==> config.mk <==
export PLATFORM = sky130hd
export DESIGN_NAME = rf_wb_arbiter
export DESIGN_NICKNAME = d
export VERILOG_FILES = /design/src/rtl/rf_wb_arbiter_pkg.sv /design/src/rtl/rf_wb_arbiter_rr_arb2.sv /design/src/rtl/rf_wb_arbiter.sv
export SDC_FILE = /design/constraint.sdc
export NUM_CORES = 1
export LEC_CHECK = 0
export ABC_AREA = 1
export CAP_MARGIN = 0
export CORE_UTILIZATION = 65
export CTS_CLUSTER_SIZE = 8
export DETAILED_ROUTE_END_ITERATION = 12
export DONT_BUFFER_PORTS = 1
export PLACE_DENSITY = 0.81
export SLEW_MARGIN = 20
export SYNTH_ARGS = -nofsm -noshare
export SYNTH_HDL_FRONTEND = slang
export SYNTH_SLANG_ARGS = --single-unit
==> constraint.sdc <==
create_clock -name clk -period 2.53 [get_ports clk]
set_input_delay 0.1265 -clock clk [delete_from_list [all_inputs] [get_ports clk]]
set_output_delay 0.1265 -clock clk [all_outputs]
set_load 0.005 [all_outputs]
==> src/rtl/rf_wb_arbiter_pkg.sv <==
// Shared definitions for the register-file write-back arbiter.
//   XLEN / NREG / RIDX_W : datapath width, register count, index width
//   SRC_ALU / SRC_LSU    : requester indices into the grant vector
package rf_wb_arbiter_pkg;
  localparam int XLEN   = 32;
  localparam int NREG   = 32;
  localparam int RIDX_W = 5;

  localparam int SRC_ALU = 0;
  localparam int SRC_LSU = 1;

  // A selected write-back: destination index plus data.
  typedef struct packed {
    logic [RIDX_W-1:0] rd;
    logic [XLEN-1:0]   data;
  } wb_req_t;
endpackage

==> src/rtl/rf_wb_arbiter_rr_arb2.sv <==
// Two-input round-robin arbiter.
//   clk, reset : clock, async active-low reset
//   req[1:0]   : request vector (bit SRC_ALU, bit SRC_LSU)
//   grant[1:0] : one-hot grant, combinational from req and last_grant
// last_grant records the winner of the most recent conflict only; a lone
// requester wins without disturbing the rotation.
module rr_arb2
  import rf_wb_arbiter_pkg::*;
(
  input  logic       clk,
  input  logic       reset,
  input  logic [1:0] req,
  output logic [1:0] grant
);
  logic last_grant;
  logic conflict;

  assign conflict = req[SRC_ALU] & req[SRC_LSU];

  always_comb begin
    grant = req;
    // On a conflict the source that lost the previous conflict wins.
    if (conflict) begin
      grant[SRC_ALU] = last_grant;
      grant[SRC_LSU] = ~last_grant;
    end
  end

  // Reset to 1 so the ALU path wins the first conflict.
  always_ff @(posedge clk or negedge reset) begin
    if (!reset)        last_grant <= 1'b1;
    else if (conflict) last_grant <= grant[SRC_LSU];
  end
endmodule

==> src/rtl/rf_wb_arbiter.sv <==
// Register-file write-port owner: arbitrates two write-back sources into a
// registered write stage and tracks a per-register busy scoreboard.
//   clk, reset                 : clock, async active-low reset
//   issue_valid/rd/ready       : decode claims a destination register
//   chk_rs1/2, rs1/2_busy      : combinational hazard lookup
//   reqN_valid/rd/data/ready   : write-back requests (0 = ALU, 1 = LSU/MDU)
//   rf_we/rf_rd/rf_din         : registered write to the register file
//   conflict_cnt               : cycles with both requesters valid
module rf_wb_arbiter
  import rf_wb_arbiter_pkg::*;
#(
  parameter int XLEN_P = XLEN,
  parameter int NREG_P = NREG
) (
  input  logic                      clk,
  input  logic                      reset,
  input  logic                      issue_valid,
  input  logic [$clog2(NREG_P)-1:0] issue_rd,
  output logic                      issue_ready,
  input  logic [$clog2(NREG_P)-1:0] chk_rs1,
  input  logic [$clog2(NREG_P)-1:0] chk_rs2,
  output logic                      rs1_busy,
  output logic                      rs2_busy,
  input  logic                      req0_valid,
  input  logic [$clog2(NREG_P)-1:0] req0_rd,
  input  logic [XLEN_P-1:0]         req0_data,
  output logic                      req0_ready,
  input  logic                      req1_valid,
  input  logic [$clog2(NREG_P)-1:0] req1_rd,
  input  logic [XLEN_P-1:0]         req1_data,
  output logic                      req1_ready,
  output logic                      rf_we,
  output logic [$clog2(NREG_P)-1:0] rf_rd,
  output logic [XLEN_P-1:0]         rf_din,
  output logic [31:0]               conflict_cnt
);
  localparam int IW = $clog2(NREG_P);

  logic [1:0]        grant;
  logic              xfer;
  logic [IW-1:0]     sel_rd;
  logic [XLEN_P-1:0] sel_data;
  logic [NREG_P-1:0] busy, busy_nxt;

  rr_arb2 u_arb (
    .clk   (clk),
    .reset (reset),
    .req   ({req1_valid, req0_valid}),
    .grant (grant)
  );

  assign req0_ready = grant[SRC_ALU];
  assign req1_ready = grant[SRC_LSU];
  assign xfer       = |grant;

  always_comb begin
    sel_rd   = req0_rd;
    sel_data = req0_data;
    if (grant[SRC_LSU]) begin
      sel_rd   = req1_rd;
      sel_data = req1_data;
    end
  end

  // Write stage. x0 transfers are consumed but never reach the RF.
  always_ff @(posedge clk or negedge reset) begin
    if (!reset) begin
      rf_we  <= 1'b0;
      rf_rd  <= '0;
      rf_din <= '0;
    end else begin
      rf_we <= xfer && (sel_rd != '0);
      if (xfer) begin
        rf_rd  <= sel_rd;
        rf_din <= sel_data;
      end
    end
  end

  // Scoreboard. No bypass: a register committing this cycle still blocks.
  assign issue_ready = issue_valid && ((issue_rd == '0) || !busy[issue_rd]);
  assign rs1_busy    = busy[chk_rs1];
  assign rs2_busy    = busy[chk_rs2];

  always_comb begin
    busy_nxt = busy;
    if (rf_we) busy_nxt[rf_rd] = 1'b0;
    // Applied after the clear so a same-edge set of the same index wins.
    if (issue_ready && (issue_rd != '0)) busy_nxt[issue_rd] = 1'b1;
    busy_nxt[0] = 1'b0;
  end

  always_ff @(posedge clk or negedge reset) begin
    if (!reset) busy <= '0;
    else        busy <= busy_nxt;
  end

  always_ff @(posedge clk or negedge reset) begin
    if (!reset)                       conflict_cnt <= '0;
    else if (req0_valid && req1_valid) conflict_cnt <= conflict_cnt + 32'd1;
  end
endmodule

==> results.cfg <==
[synth]
ys_seq_area_share_pct = 42.44
ys_types = 33
postSynthCellCount = 824
syn-num-nets = 919
ys_ff_latch = 102
synth_top_area_share_pct = 42.00
yosysWarnings = 0
synth_area_leaders = dfrtp_1 42%, nand2_1 14%, o21ai_0 8.0%
synth_area_um2 = 6017
yosys.area.top_type = dfrtp_1
syn_avg_cell_area_um2 = 7.302

[cells_and_area]
layout_common_cells = 220 x nand2_1, 118 x nor2_1, 101 x dfrtp_1
fin_util_pct = 79.10
final_cells = 996
nNetsFinal = 978
layout-drive-gt1-share_pct = 7.320
final_common_cell = nand2_1
n_antenna_cell = 0
syn2layout_area_growth_pct = 16.32

[global_route]
use_met2_pct = 68.47
met3_usage_pct = 9.592
grt_first_pass_wirelength_um = 29730
overflow = 0
first_global_vias = 6036
antenna_found_initial = 0
grt_usage_pct = 39.48
grt_max_degree = 103
met1_usage_pct = 46.62
busiest_layer = met2

[outcome]
violations = design-rule violations
status = finished with violations

[die]
initial_core_util_pct = 68.00
io_pins = 169
fp.dieH_um = 98.22
dieArea_um2 = 9646
die_w_um = 98.22
num_rows = 34
coreArea_um2 = 8848

[clock_network]
cts_buffer_depth = 2
path_clk_slew_ps = 120
cts_inserted_buffers = 9
cts_resized = 0
postCtsSetupBuffers = 0
cts_num_sinks = 102
cts_htree_levels = 3
tritoncts = yes
insertion_delay_ps = 390
cts_root_buffer = clkbuf_8

[power]
leakagePower_nw = 3.141
total_power_w = 0.004983
power_density_nw_per_um2 = 712.0
irDropWorstVdd_mv = 0.4895

[placed_design]
numPortBuffers = 0
hpwl_um = 11920
gp_congestion = 0.9841
place_inst = 909

[timing]
fin_skew_ps = 22.57
final-setup-viol-count = 0
hold_violations = 0
drv_slew = 0
worstMarginPinSlew_ps = 662.9
min_period_ps = 2395
rsz0062_at_grt = no
slew_headroom_pct = 55.76
tns_ps = 0
fmax_ghz = 0.4175
fin_crit_sh_pct = 94.68

[critical_path]
worstPathRequired_ps = 2780
path_class = flop to flop
rrSetupSlack_ps = 130
critPathMaxFanout = 22
crit_chain = inv_1 -> o21ai_1 -> inv_1 -> buf_4 -> nor2_1 -> o21ai_0 -> dlygate4sd3_1
crit_path_max_incr_delay_ps = 600
crit_path_start = u_arb.last_grant
crit_top_cell = inv_1
r2r_end = rf_din[20]
start_kind = flop
rr_startpoint = u_arb.last_grant
endpoint_kind = flop
crit_arrival_ps = 2650
crit_end = rf_din[20]
r2r_cells = 7
slowest_stage = dlygate4sd3_1

[routing]
vias_per_cell = 6.194
firstDrtPassIters = 11
dr.first_iter.drc_count = 636
routed_wl_um = 18790
wl_per_cell_um = 18.86
detail-route-antenna-nets = 0
drc = 6
vias = 6169

[worst_hold_path]
worst_hold_path_type = input pin to flop

[flow_run]
maxCapViolCount = 0
final cells by class:
cell class,count,area [um2]
clock buffers,9,123.9
clock inverters,7,101.3
fillers,576,1849
inverters,59,224.0
multi-input cells,634,3088
flip-flops and latches,102,2554
well taps,108,135.1
repair buffers,77,773.2
timing repair:
action | in CTS | in global routing
endpoints found under the hold margin | 141 | 0
hold buffers | 71 | 0
setup endpoints to repair | 0 | 0
logic make-up (layout without fill, tap and decap cells):
kind of cell             Yosys count  count (layout)  synth area share, %
AND/OR/NAND/NOR                  444             444                32.65
XOR/XNOR                          29              29                4.221
flip-flops                       102             102                42.44
buffers and inverters             88             152                6.342
AO/OA/AOI/OAI                    160             160                14.14
adder cells (fa/ha/maj)            1               1               0.2079
critical path: cells and delay by family, from the launching register on:
| family | cells | cell delay (ps) |
|---|---|---|
| buf+inv | 4 | 1300 |
| simple gates | 1 | 120 |
| compound gates | 2 | 300 |
| flops | 1 | 550 |
worst min-delay path by stage:
stage                     from                to  slack (ps)  depth (start not counted)
detailed placement       reset  conflict_cnt[20]        -170                          0
global placement         reset  conflict_cnt[24]        -170                          0
finish              req1_valid          rf_rd[3]           2                          3
floorplan                reset          busy[10]        -170                          0
CTS                 req1_valid          rf_rd[0]           3                          3
global route        req1_valid          rf_rd[0]          30                          3
cell usage after synthesis (all sizes together):
| master | instances |
|---|---|
| nor2 | 125 |
| clkbuf | 17 |
| o221ai | 10 |
| ha | 1 |
| or2 | 4 |
| xor2 | 18 |
| buf | 12 |
| clkinv | 1 |
| o211ai | 5 |
| xnor2 | 11 |
| nor4 | 1 |
| dfrtp | 101 |
| nor3 | 17 |
| a21oi | 38 |
| nand4 | 8 |
| inv | 58 |
| dfstp | 1 |
| o21ai | 107 |
| nand2 | 226 |
| nand3 | 63 |
power breakdown:
part	internal, W	total, W	leakage [nW]	switching, W
registers	0.00201	0.00257	1.24	0.000554
clock network	0.000568	0.00118	0.107	0.000607
logic	0.000522	0.00124	1.79	0.000719
sequential cells by signal, indices dropped and copies added (netlist names):
register          flops
busy                 31
conflict_cnt         32
rf_din               32
rf_rd                 5
rf_we                 1
u_arb.last_grant      1
through the flow:
step | setup slack [ps] | area, um2 | hold WS [ps]
2_1_floorplan | 907.6 | 6017 | -169.1
3_3_place_gp | 757.7 | 6046 | -167.5
3_5_place_dp | 635.1 | 6046 | -167.7
4_1_cts | 197.5 | 6999 | 3.472
5_1_grt | 12.72 | 6999 | 25.22
6_report | 134.5 | 6999 | 1.977
routing by layer:
| layer | routed length, um | share of wire, % |
|---|---|---|
| met5 | 0 | 0 |
| met4 | 807 | 4.3 |
| met3 | 1754 | 9.3 |
| met2 | 9527 | 51 |
| met1 | 6697 | 36 |
Power figures use the tool's default switching activity.
